===== config.mk =====
export PLATFORM = sky130hd
export DESIGN_NAME = gray_check
export DESIGN_NICKNAME = d
export VERILOG_FILES = /design/src/rtl/gray_pkg.sv /design/src/rtl/gray_check_gray2bin.sv /design/src/rtl/gray_check.sv
export SDC_FILE = /design/constraint.sdc
export NUM_CORES = 1
export LEC_CHECK = 0
export CORE_MARGIN = 10
export CORE_UTILIZATION = 25
export DETAILED_ROUTE_END_ITERATION = 10
export PLACE_DENSITY = 0.51
export SETUP_SLACK_MARGIN = 0.4
export SLEW_MARGIN = 30
export SYNTH_ARGS = -nofsm -noshare
export SYNTH_HDL_FRONTEND = slang
export SYNTH_SLANG_ARGS = --single-unit

===== constraint.sdc =====
create_clock -name Clk -period 2.6 [get_ports Clk]
set_input_delay 0.65 -clock Clk [delete_from_list [all_inputs] [get_ports Clk]]
set_output_delay 0.65 -clock Clk [all_outputs]
set_load 0.05 [all_outputs]

===== src/rtl/gray_pkg.sv =====
// Shared definitions for the Gray-code receive checker and its decoder.
package gray_pkg;

    localparam int GRAY_WIDTH  = 3;
    localparam int GRAY_WRAP_W = 4;
    localparam int GRAY_ERR_W  = 8;

    typedef enum logic [1:0] {
        UNLOCKED = 2'd0,
        SYNC     = 2'd1,
        LOCKED   = 2'd2
    } gchk_state_t;

endpackage


===== src/rtl/gray_check_gray2bin.sv =====
// Purely combinational Gray-to-binary decoder, reusable by any Gray consumer.
module gray2bin #(
    parameter int WIDTH = 3
) (
    input  logic [WIDTH-1:0] gray,
    output logic [WIDTH-1:0] binary
);

    // Each binary bit is the running XOR of all Gray bits from the MSB down.
    always_comb begin
        logic acc;
        binary = '0;
        acc    = 1'b0;
        for (int i = WIDTH - 1; i >= 0; i--) begin
            acc       = acc ^ gray[i];
            binary[i] = acc;
        end
    end

endmodule


===== src/rtl/gray_check.sv =====
// Receive-side Gray count monitor: tracks lock, counts wraps and illegal steps.
module gray_check
    import gray_pkg::*;
#(
    parameter int WIDTH  = GRAY_WIDTH,
    parameter int WRAP_W = GRAY_WRAP_W,
    parameter int ERR_W  = GRAY_ERR_W
) (
    input  logic              Clk,
    input  logic              Reset,
    input  logic              En,
    input  logic [WIDTH-1:0]  Gray,
    output logic [WIDTH-1:0]  Binary,
    output logic              Locked,
    output logic              Overflow,
    output logic              Error,
    output logic [WRAP_W-1:0] WrapCnt,
    output logic [ERR_W-1:0]  ErrCnt
);

    localparam logic [WIDTH-1:0] MAX_CODE = '1;

    gchk_state_t      state, state_next;
    logic [WIDTH-1:0] sample;
    logic [WIDTH-1:0] prev, prev_next;
    logic [WIDTH-1:0] nxt;
    logic             wrap_hit;
    logic             err_hit;

    gray2bin #(.WIDTH(WIDTH)) u_dec (
        .gray   (Gray),
        .binary (sample)
    );

    assign nxt = prev + 1'b1;

    always_ff @(posedge Clk) begin
        if (Reset) begin
            state <= UNLOCKED;
        end else begin
            state <= state_next;
        end
    end

    // A sample equal to prev is a legal stall; only a non-stall, non-advance step is an error.
    always_comb begin
        state_next = state;
        prev_next  = prev;
        wrap_hit   = 1'b0;
        err_hit    = 1'b0;
        if (En) begin
            case (state)
                UNLOCKED: begin
                    prev_next  = sample;
                    state_next = SYNC;
                end
                SYNC: begin
                    prev_next = sample;
                    if (sample == nxt) begin
                        state_next = LOCKED;
                        wrap_hit   = (prev == MAX_CODE);
                    end
                end
                LOCKED: begin
                    if (sample == nxt) begin
                        prev_next = sample;
                        wrap_hit  = (prev == MAX_CODE);
                    end else if (sample != prev) begin
                        err_hit    = 1'b1;
                        prev_next  = sample;
                        state_next = SYNC;
                    end
                end
                default: begin
                    state_next = UNLOCKED;
                end
            endcase
        end
    end

    always_ff @(posedge Clk) begin
        if (Reset) begin
            prev     <= '0;
            Binary   <= '0;
            Overflow <= 1'b0;
            Error    <= 1'b0;
            WrapCnt  <= '0;
            ErrCnt   <= '0;
        end else begin
            prev     <= prev_next;
            Overflow <= wrap_hit;
            Error    <= err_hit;
            if (En) begin
                Binary <= sample;
            end
            if (wrap_hit) begin
                WrapCnt <= WrapCnt + 1'b1;
            end
            if (err_hit && (ErrCnt != '1)) begin
                ErrCnt <= ErrCnt + 1'b1;
            end
        end
    end

    assign Locked = (state == LOCKED);

endmodule


==> results of run 1 <==
==> power by group through the flow <==
stage          clock (W)  combinational (W)  sequential (W)
3_3_place_gp           0           0.000182        0.000375
2_1_floorplan          0           0.000112        0.000388
3_5_place_dp           0           0.000186        0.000376
6_report        0.000323           0.000214        0.000364
4_1_cts         0.000335           0.000199        0.000364
5_1_grt         0.000350           0.000234        0.000366
==> layer usage <==
| layer | share of wire, % | track usage [%] |
|---|---|---|
| met4 | 0.62 | 1.96 |
| met2 | 47 | 11.8 |
| met3 | 3.5 | 2.24 |
| met5 | 0 | 0 |
| met1 | 49 | 9.55 |
==> final cells by class <==
cell class / count / area, um2 / area share (%)
Clock buffer: 3 / 41.3 / 2.24
Clock inverter: 1 / 30.0 / 1.63
Inverter: 6 / 22.5 / 1.22
Multi-Input combinational cell: 101 / 841 / 45.7
Sequential cell: 22 / 449 / 24.4
Tap cell: 67 / 83.8 / 4.56
Timing Repair Buffer: 40 / 372 / 20.2
==> critical path, delay by kind of cell, from the launching register on <==
family,cells,cell delay [ns]
DFF,1,0.37
AOI/OAI and AO/OA,2,0.45
buffers and inverters,1,0.15
and+or+nand+nor,3,0.57
adders and majority gates,2,0.38
muxes,1,0.28
==> state kept, by name, summed over array words and instances (netlist names) <==
signal	flops
WrapCnt	4
prev	3
Overflow	1
Binary	3
ErrCnt	8
Error	1
state	2
==> cells by family (layout without fill, tap and decap cells) <==
| kind of cell | count (synthesis) | after routing | share of synthesized area, % |
|---|---|---|---|
| fa+ha+maj | 9 | 9 | 8.96 |
| xor+xnor | 6 | 6 | 4.78 |
| simple gates | 53 | 53 | 24.8 |
| mux | 10 | 10 | 8.56 |
| compound gates | 23 | 23 | 13.8 |
| buf+inv | 11 | 50 | 4.08 |
| flops | 22 | 22 | 35.0 |
==> what timing repair did <==
action                     CTS  global route
cloned                       0             0
pin swaps                    5             4
setup endpoints to repair   17            21
setup buffers                4             0
gates resized for setup     11            14
==> worst paths after layout <==
check / startpoint / end / slack, ns / cells past startpoint
worst min-delay path: WrapCnt[3]$_SDFFE_PP0P_ / WrapCnt[3]$_SDFFE_PP0P_ / 0.49 / 2
worst max register to register: prev[0]$_SDFFE_PP0P_ / ErrCnt[7]$_SDFFE_PP0P_ / 0.31 / 9
worst max-delay path: prev[0]$_SDFFE_PP0P_ / ErrCnt[7]$_SDFFE_PP0P_ / 0.31 / 9
worst min register to register: WrapCnt[3]$_SDFFE_PP0P_ / WrapCnt[3]$_SDFFE_PP0P_ / 0.49 / 2
==> synth_stat cells, drive strengths merged <==
master / instances
dfxtp: 22
nor2: 15
ha: 9
a21oi: 8
mux2i: 7
or3: 7
inv: 6
nand2: 6
nand3: 6
o21ai: 6
nor3: 5
xnor2: 4
buf: 3
mux2: 3
nor2b: 3
a211o: 2
a211oi: 2
and3: 2
clkbuf: 2
nand2b: 2
nand4: 2
xor2: 2
a221oi: 1
a22o: 1
a31o: 1
a31oi: 1
and4: 1
and4b: 1
nand3b: 1
nor3b: 1
o21a: 1
or2: 1
==> metrics by stage <==
| stage | util [%] | total power, W | area [um2] |
|---|---|---|---|
| 6_report | 38.4 | 0.000902 | 1840 |
| 2_1_floorplan | - | 0.000500 | 1290 |
| 5_1_grt | 38.4 | 0.000950 | 1840 |
| 3_3_place_gp | 34.8 | 0.000557 | 1670 |
| 3_5_place_dp | 34.8 | 0.000561 | 1670 |
| 4_1_cts | 37.4 | 0.000898 | 1790 |
==> cells in the final DEF, fill, tap and decap left out, types with 2 or more instances in the layout <==
master	count
a211o_1	2
a21oi_1	7
and3_1	2
buf_4	17
clkbuf_8	3
clkdlybuf4s50_1	13
dfxtp_1	19
dfxtp_4	2
dlygate4sd2_1	2
dlymetal6s2s_1	6
ha_1	7
ha_4	2
inv_1	6
mux2_4	2
mux2i_1	7
nand2_1	5
nand2b_1	2
nand3_1	6
nand4_4	2
nor2_1	15
nor2b_1	2
nor3_1	3
nor3_2	2
o21ai_0	3
o21ai_1	2
or3_1	6
xnor2_1	4
==> metrics.md, run 1 <==
| Metric | Value |
|---|---|
| Clock Sinks | 22 |
| Worst slew pin tran | approximately 0.53 ns |
| CTS tree | yes |
| Final min period | 2.29 ns |
| Port Buffers | 23 |
| Layout Skew | 0.00785 ns |
| Max Freq | about 440 MHz |
| Syn_nets | 149 |
| Max Slew Vio Count | 0 |
| Via count | 1,081 |
| Clk buf depth | 2 |
| Non-Filler Instances | 240 |
| Largest net degree at the start of global routing | 14 |
| Die Y-Extent | 90.9 um |
| Aggregate negative setup slack | 0 ns |
| ANT nets after route | 0 |
| Most used cell, CP | ha_4 |
| Final worst slack | 0.313 ns |
| WHS | 0.487 ns |
| Crit Path Max Fanout | 4 |
| First-pass GRT wire length | 5.24 mm |
| Initial core utilization | between 20% and 30% |
| Syn_area_per_cell | 9.38 um2 |
| Critical-path top delay cell | dfxtp_4 |
| DRC violations left | 0 |
| Worst Setup Path Type | flip-flop to flip-flop |
| Worst-path clk slew | around 0.090 ns |
| Sw frac | between 20% and 30% |
| Clk_lat worst skew | 0.27 ns |
| Min-Delay Path Class | flip-flop to flip-flop |
| Pre-CTS worst setup slack | -0.149 ns |
| Die Width | just over 90 um |
| Share of power burned in the clock network | 35.9% |
| H-Tree Depth | 1 |
| Die ar. | around 0.0083 mm2 |
| # IOs | 24 |
| Status | finished, final reports clean |
| DP Cell Count | about 230 |
| Combinational Power Share | around a quarter |
| Post-synthesis sequential area ratio | around a third |
| Ys Warns | 0 |
| Synth Register Bits | 22 |
| Psw | roughly 0.00025 W |
| GR Util All Layers | 7.46% |
| Mapped Area | 0.00126 mm2 |
| Core area | 0.00479 mm2 |
| Max Cap Violations | 0 |
| CP endpoint kind | flip-flop |
| Filler instances | 478 |
| Mapped Cells | roughly 130 |
| Startpoint Class | flip-flop |
| Post-synth top area share | 35.0% |
| Setup violators final | 0 |
| Vias in the first global route | 1,122 |
| Root buf cell | clkbuf_8 |
| Req. time, crit path | around 2.8 ns |
| Initial antenna violation count | 0 |
| CP cell instances | ha_4 > ha_4 > or3_1 > a211o_1 > o21a_4 > buf_4 > nand4_4 > or3_4 > mux2_4 |
| Max transition margin | around 64% |
| Pre-antenna DRT Iters | 4 |
| Max stage delay on crit path | 0.37 ns |
| RSZ-0062 raised after global routing | yes |
| WP data arrival | around 2.5 ns |
| P_leak | 0.825 nW |
| Final wirelength | 3.05 mm |
| Final Cycle Share | 87.9% |
| Share of cells above drive strength 1 | 26.6% |
| Initial drt markers | 32 |
| # hold bufs at CTS | 0 |
| VDD IR max | 0.000322 V |
| Nets@finish | 189 |
| Antenna Cells | 0 |
| Largest area contributor in the netlist | dfxtp_1 |
| WL/cell | 12.7 um |
| Internal power | 0.000655 W |
| HPWL Detailed | 2.33 mm |
| Pwr dens | 490 mW/mm2 |
| Netlist cell types | 39 |
| Layout area overhead | 46.3% |
| Gpl congestion | 0.766 |
| Seq pwr share | 40.4% |
| Standard-cell rows | 25 |
| GRT overflow | 0 |
| Vias/cell | 4.50 |
| Synth top area cells | dfxtp_1 (35%), ha_1 (9.0%), mux2i_1 (5.6%) |
| CTS buffer count | 3 |
| Hold Violations, Final | 0 |
(Power assumes the default switching activity.)
==> inputs of run 2 (changes only) <==
--- a/config.mk
+++ b/config.mk
@@ -8,6 +8,7 @@
 export CORE_MARGIN = 10
 export CORE_UTILIZATION = 25
 export DETAILED_ROUTE_END_ITERATION = 10
+export HOLD_SLACK_MARGIN = 0.1
 export PLACE_DENSITY = 0.51
 export SETUP_SLACK_MARGIN = 0.4
 export SLEW_MARGIN = 30
==> results of run 2 <==
Same layout as run 1: the final DEF is identical, and so are final timing and power.
